===== config.mk =====
export PLATFORM = sky130hd
export DESIGN_NAME = code_mem_bridge
export DESIGN_NICKNAME = d
export VERILOG_FILES = /design/src/rtl/code_mem_pkg.sv /design/src/rtl/code_fetch_buf.sv /design/src/rtl/code_mem_bridge.sv
export SDC_FILE = /design/constraint.sdc
export NUM_CORES = 1
export LEC_CHECK = 0
export CORE_MARGIN = 2
export CORE_UTILIZATION = 44
export DETAILED_ROUTE_END_ITERATION = 10
export HOLD_SLACK_MARGIN = 0.02
export PLACE_DENSITY_LB_ADDON = 0.2
export SLEW_MARGIN = 20
export SYNTH_ARGS = -nofsm -noshare
export SYNTH_HDL_FRONTEND = slang
export SYNTH_HIERARCHICAL = 1
export SYNTH_SLANG_ARGS = --single-unit

===== constraint.sdc =====
create_clock -name clk -period 2.5 [get_ports clk]
set_input_delay 0.5 -clock clk [delete_from_list [all_inputs] [get_ports clk]]
set_output_delay 0.5 -clock clk [all_outputs]
set_load 0.02 [all_outputs]

===== src/rtl/code_mem_pkg.sv =====
// Shared types and defaults for the code-memory fetch bridge.
package code_mem_pkg;

  localparam int unsigned CODE_MEM_ADDR_WIDTH    = 32;
  localparam int unsigned CODE_MEM_DATA_WIDTH    = 32;
  localparam int unsigned DEFAULT_TIMEOUT_CYCLES = 64;

  typedef enum logic [1:0] {
    ST_IDLE = 2'd0,
    ST_REQ  = 2'd1,
    ST_WAIT = 2'd2,
    ST_RSP  = 2'd3
  } bridge_state_e;

  // Width of the WAIT-state watchdog counter; counts 0 .. cycles-1.
  function automatic int unsigned timeout_cnt_w(input int unsigned cycles);
    return (cycles > 2) ? int'($clog2(cycles)) : 1;
  endfunction

endpackage


===== src/rtl/code_fetch_buf.sv =====
// Single-entry instruction buffer: tag/data/valid with lookup, fill and flush.
module code_fetch_buf
  import code_mem_pkg::*;
#(
  parameter int unsigned ADDR_W = CODE_MEM_ADDR_WIDTH,
  parameter int unsigned DATA_W = CODE_MEM_DATA_WIDTH
) (
  input  logic              clk,
  input  logic              rst_n,
  input  logic [ADDR_W-1:0] lookup_addr,
  output logic              hit_c,
  output logic [DATA_W-1:0] rd_data,
  input  logic              fill,
  input  logic [ADDR_W-1:0] fill_addr,
  input  logic [DATA_W-1:0] fill_data,
  input  logic              flush
);

  logic              valid;
  logic [ADDR_W-1:0] tag;

  // Entry update; a flush in the same cycle as a fill leaves the entry invalid.
  always_ff @(posedge clk or negedge rst_n) begin
    if (!rst_n) begin
      valid   <= 1'b0;
      tag     <= '0;
      rd_data <= '0;
    end else if (flush) begin
      valid <= 1'b0;
    end else if (fill) begin
      valid   <= 1'b1;
      tag     <= fill_addr;
      rd_data <= fill_data;
    end
  end

  assign hit_c = valid && (tag == lookup_addr);

endmodule


===== src/rtl/code_mem_bridge.sv =====
// Bridges core instruction fetches onto a req/gnt/rvalid memory port,
// with a one-entry fetch buffer and a WAIT-state watchdog.
module code_mem_bridge
  import code_mem_pkg::*;
#(
  parameter int unsigned ADDR_W         = CODE_MEM_ADDR_WIDTH,
  parameter int unsigned DATA_W         = CODE_MEM_DATA_WIDTH,
  parameter int unsigned TIMEOUT_CYCLES = DEFAULT_TIMEOUT_CYCLES
) (
  input  logic              clk,
  input  logic              rst_n,
  output logic              code_mem_available_o,
  input  logic              code_read_valid_i,
  input  logic [ADDR_W-1:0] code_read_addr_i,
  output logic              code_read_ready_o,
  output logic [DATA_W-1:0] code_read_data_o,
  input  logic              flush_i,
  output logic              mem_req_o,
  output logic [ADDR_W-1:0] mem_addr_o,
  input  logic              mem_gnt_i,
  input  logic              mem_rvalid_i,
  input  logic [DATA_W-1:0] mem_rdata_i,
  output logic              timeout_err_o
);

  localparam int unsigned CNT_W = timeout_cnt_w(TIMEOUT_CYCLES);
  localparam logic [CNT_W-1:0] CNT_LAST = CNT_W'(TIMEOUT_CYCLES - 1);

  bridge_state_e     state;
  logic [ADDR_W-1:0] addr_q;
  logic [CNT_W-1:0]  cnt;
  logic              stale;

  logic              buf_hit_c;
  logic [DATA_W-1:0] buf_data;
  logic              lookup_hit_c;
  logic              rsp_fill_c;
  logic              timeout_c;

  // Buffer hit only counts in IDLE with a live request and no flush this cycle.
  assign lookup_hit_c = (state == ST_IDLE) && code_read_valid_i && buf_hit_c && !flush_i;
  // A real response: rvalid in WAIT that is not the late beat of an aborted fetch.
  assign rsp_fill_c   = (state == ST_WAIT) && mem_rvalid_i && !stale;
  // Watchdog expiry; a simultaneous real response takes precedence.
  assign timeout_c    = (state == ST_WAIT) && (cnt == CNT_LAST) && !rsp_fill_c;

  code_fetch_buf #(
    .ADDR_W (ADDR_W),
    .DATA_W (DATA_W)
  ) u_buf (
    .clk         (clk),
    .rst_n       (rst_n),
    .lookup_addr (code_read_addr_i),
    .hit_c       (buf_hit_c),
    .rd_data     (buf_data),
    .fill        (rsp_fill_c),
    .fill_addr   (addr_q),
    .fill_data   (mem_rdata_i),
    .flush       (flush_i)
  );

  // Fetch FSM with registered outputs.
  always_ff @(posedge clk or negedge rst_n) begin
    if (!rst_n) begin
      state                <= ST_IDLE;
      addr_q               <= '0;
      cnt                  <= '0;
      stale                <= 1'b0;
      code_mem_available_o <= 1'b1;
      code_read_ready_o    <= 1'b0;
      code_read_data_o     <= '0;
      mem_req_o            <= 1'b0;
      mem_addr_o           <= '0;
      timeout_err_o        <= 1'b0;
    end else begin
      code_read_ready_o <= 1'b0;
      case (state)
        ST_IDLE: begin
          if (code_read_valid_i) begin
            addr_q               <= code_read_addr_i;
            code_mem_available_o <= 1'b0;
            if (lookup_hit_c) begin
              code_read_data_o  <= buf_data;
              code_read_ready_o <= 1'b1;
              state             <= ST_RSP;
            end else begin
              mem_req_o  <= 1'b1;
              mem_addr_o <= code_read_addr_i;
              state      <= ST_REQ;
            end
          end
        end
        ST_REQ: begin
          if (mem_gnt_i) begin
            mem_req_o <= 1'b0;
            cnt       <= '0;
            state     <= ST_WAIT;
          end
        end
        ST_WAIT: begin
          cnt <= cnt + CNT_W'(1);
          if (rsp_fill_c) begin
            code_read_data_o  <= mem_rdata_i;
            code_read_ready_o <= 1'b1;
            state             <= ST_RSP;
          end else if (timeout_c) begin
            code_read_data_o  <= '0;
            code_read_ready_o <= 1'b1;
            timeout_err_o     <= 1'b1;
            stale             <= 1'b1;
            state             <= ST_RSP;
          end else if (mem_rvalid_i) begin
            stale <= 1'b0;
          end
        end
        ST_RSP: begin
          code_mem_available_o <= 1'b1;
          state                <= ST_IDLE;
        end
        default: begin
          code_mem_available_o <= 1'b1;
          state                <= ST_IDLE;
        end
      endcase
    end
  end

endmodule


==> results.cfg <==
[clock_tree]
clock_tree_root_driver_cell = clkbuf_16
cts_tree = built
tritoncts_num_sinks = 174
insertion_delay_ps = 430
cts_made_buffers = 17
cts-htree-levels = 4
clock_path_buffers = 2
worst_setup_hold_path_clk_slew_ps = 60
hold_buffer_count_at_cts = 0

[die]
die_ar_um2 = 18400
io_pins = 138
die_w_um = 136
die_h_um = 136
start_util_pct = 44.5
core_area_um2 = 17100
floorplan.rows = 48

[synthesis]
postSynthRegisterBits = 174
synth.yosys.seq_area_share_pct = 57.2
synth-main-ff-cell = dfrtp_1
synth_enable_flop_cells = 0
syn-instance-count = 579
post-synth-top-area-cell = dfrtp_1
synthDistinctLibCells = 43
async_reset_ff_share_pct = 100
yosys.area.top_type_share_pct = 56.8
mapped_area_um2 = 7620
net_count_of_the_mapped_netlist = 655
synth.top_cells.by_area = dfrtp_1 (57%), mux2_2 (19%), a21oi_1 (4.5%)
synthesis.yosys.warnings = 6
post_synth.cell_area_avg_um2 = 13.2

[setup_path]
rrSetupSlack_ps = 60
reg2reg_from = u_buf/tag[7]
kind_of_end_point_of_the_critical_path = register
worst-endpoint-arrival_ps = 2770
worstSetupStartpointType = input port
endpoint_required_time_on_the_critical_path_ps = 2810
cp-endpoint = code_read_data_o[31]
cp-startpoint = code_read_addr_i[6]
critPathKind = input port to register
maximum_fanout_along_the_worst_path = 11
reg2reg_depth = 10
worstReg2RegEnd = code_read_data_o[31]

[hold_path]
min_path_type = input port to async pin

[grt]
grt_first_pass_wirelength_um = 27700
grt_usage_pct = 19.5
largest_net_degree_at_the_start_of_global_routing = 65
globalRouteOverflowTotal = 0
first_global_vias = 5537
grt_antenna_before_repair = 0

[place]
io_buffer_count = 137
weighted_congestion_at_the_end_of_routability_driven_global_placement = 0.750
post-place-cells = 935
placed_cell_area_um2 = 9420
dp_hpwl_um = 11300

[routing]
post_drt_via_cell_ratio = 5.27
met2_wirelength_from_detailed_routing_um = 8850
remaining_design_rule_violation_count = 0
detail-route-antenna-nets = 0
total_vias_in_the_final_route = 5118
drt_wl_total_um = 17000
met3_wirelength_um = 720
routed_wire_length_per_instance_um = 17.5
drt_iter0_drc = 158
first_pass_iters = 4
m1WireLength_um = 7110
topRoutingLayerUsed = met4

[final_layout]
num-nets-final = 810
drive_above_1_share_pct = 32.8
stdcell_count = 972
nFillCells = 1401
synthToLayoutAreaGrowth_pct = 33.3
area_of_combinational_cells_with_multiple_inputs_um2 = 3120
antenna_cells = 0
post-route-cell-area_um2 = 10100
layout.area.seq_um2 = 4360

[pwr]
vdd_ir_drop_max_mv = 0.671
total_leakage_power_nw = 4.47
power_per_cell_area_nw_per_um2 = 1290

[sta]
finalClockSkew_ps = 6.63
setup_tns_ps = 0
timing.final.setup_violations = 0
setup_repair_after_global_routing_missed_its_margin = true
slew-limit-headroom_pct = 58.2
worst_slew_pin_slew_ps = 626
slew_violations = 0
final_period_minus_worst_setup_slack_ps = 2460
clock.fmax_mhz = 407
hold_ws_ps = 67.3
timing.final.hold_violations = 0
timing.final.crit_share_pct = 98.2

[run_status]
result_of_the_run = finished, final reports clean

[flow_run]
cap_viol_max_count = 0
==> flip-flops by register name (all words and copies together), names as in the netlist, 2 cells and up <==
register	cells
mem_addr_o	32
u_buf/rd_data	32
u_buf/tag	32
state	2
cnt	6
addr_q	32
code_read_data_o	32
==> metrics by stage <==
stage	worst slack, ps	power (mW)	util (%)
floorplan	221	8.22	-
global placement	-719	10.1	55.0
detailed placement	-772	10.4	55.0
CTS	-36.8	13.1	59.0
global route	-111	13.9	59.3
finish	44.7	13.0	59.3
==> cells in the final DEF (no fill, tap or decap), types with 13 or more instances in the layout <==
| cell type | count |
|---|---|
| clkbuf_16 | 17 |
| mux2_2 | 127 |
| a21oi_2 | 32 |
| a21oi_1 | 66 |
| buf_4 | 21 |
| dfrtp_1 | 173 |
| xor2_1 | 27 |
| dlygate4sd2_1 | 13 |
| clkdlybuf4s50_1 | 114 |
| and3_1 | 33 |
==> cells in the mapped netlist (6+ instances only) <==
| cell type | instances |
|---|---|
| ha_1 | 6 |
| clkbuf_1 | 16 |
| inv_1 | 10 |
| dfrtp_1 | 173 |
| a21oi_2 | 30 |
| and3_1 | 33 |
| xor2_1 | 28 |
| a21oi_1 | 68 |
| o21ai_0 | 6 |
| buf_4 | 6 |
| nand2_1 | 11 |
| mux2_2 | 127 |
==> logic make-up after synthesis <==
group,after synthesis,share of synthesized area [%]
AO/OA/AOI/OAI,115,9.51
XOR/XNOR,29,3.34
adder cells (fa/ha/maj),7,1.12
buffers and inverters,45,2.99
flip-flops,174,57.2
multiplexers,132,19.5
AND/OR/NAND/NOR,77,6.41
==> power breakdown <==
part,internal (mW),switching [mW]
registers,4.20,0.766
logic,2.83,2.62
clock network,1.53,1.10
total,8.56,4.49
==> worst min-delay path by stage <==
stage	start	to	slack, ps
6_report	rst_n	code_read_data_o[18]	70
5_1_grt	rst_n	code_read_data_o[18]	110
4_1_cts	rst_n	code_read_data_o[18]	80
3_5_place_dp	timeout_err_o	timeout_err_o	450
3_3_place_gp	timeout_err_o	timeout_err_o	450
2_1_floorplan	rst_n	addr_q[0]	200
==> what timing repair did <==
item | in CTS | in global routing
gates cloned | 2 | 0
setup buffers | 4 | 0
pin swaps | 6 | 6
gates resized for setup | 23 | 16
endpoints found under the setup margin | 66 | 67
==> critical path: stages <==
cell and delay, ps:
clkdlybuf4s50_1 470, xor2_1 200, nor4_2 330, nand2_2 110
nor4b_4 240, buf_4 150, nand4b_1 160, o21ai_4 120
and2_4 260, buf_12 160, a21oi_2 60
==> area by class of cell <==
class                      count  share of cell area (%)
inverter                      11                   0.407
tap                          225                    2.77
clock buffer                  20                    4.50
multi-input combinational    361                    30.8
timing repair buffer         169                    17.3
clock inverter                12                    1.33
sequential                   174                    42.9
==> metal layers <==
metal  global-route usage, %  vias up
li1                        -     2370
met1                    23.4     2593
met5                       0        -
met2                    34.1      131
met3                    4.30       24
met4                    7.58        0
Power figures use the tool's default switching activity.
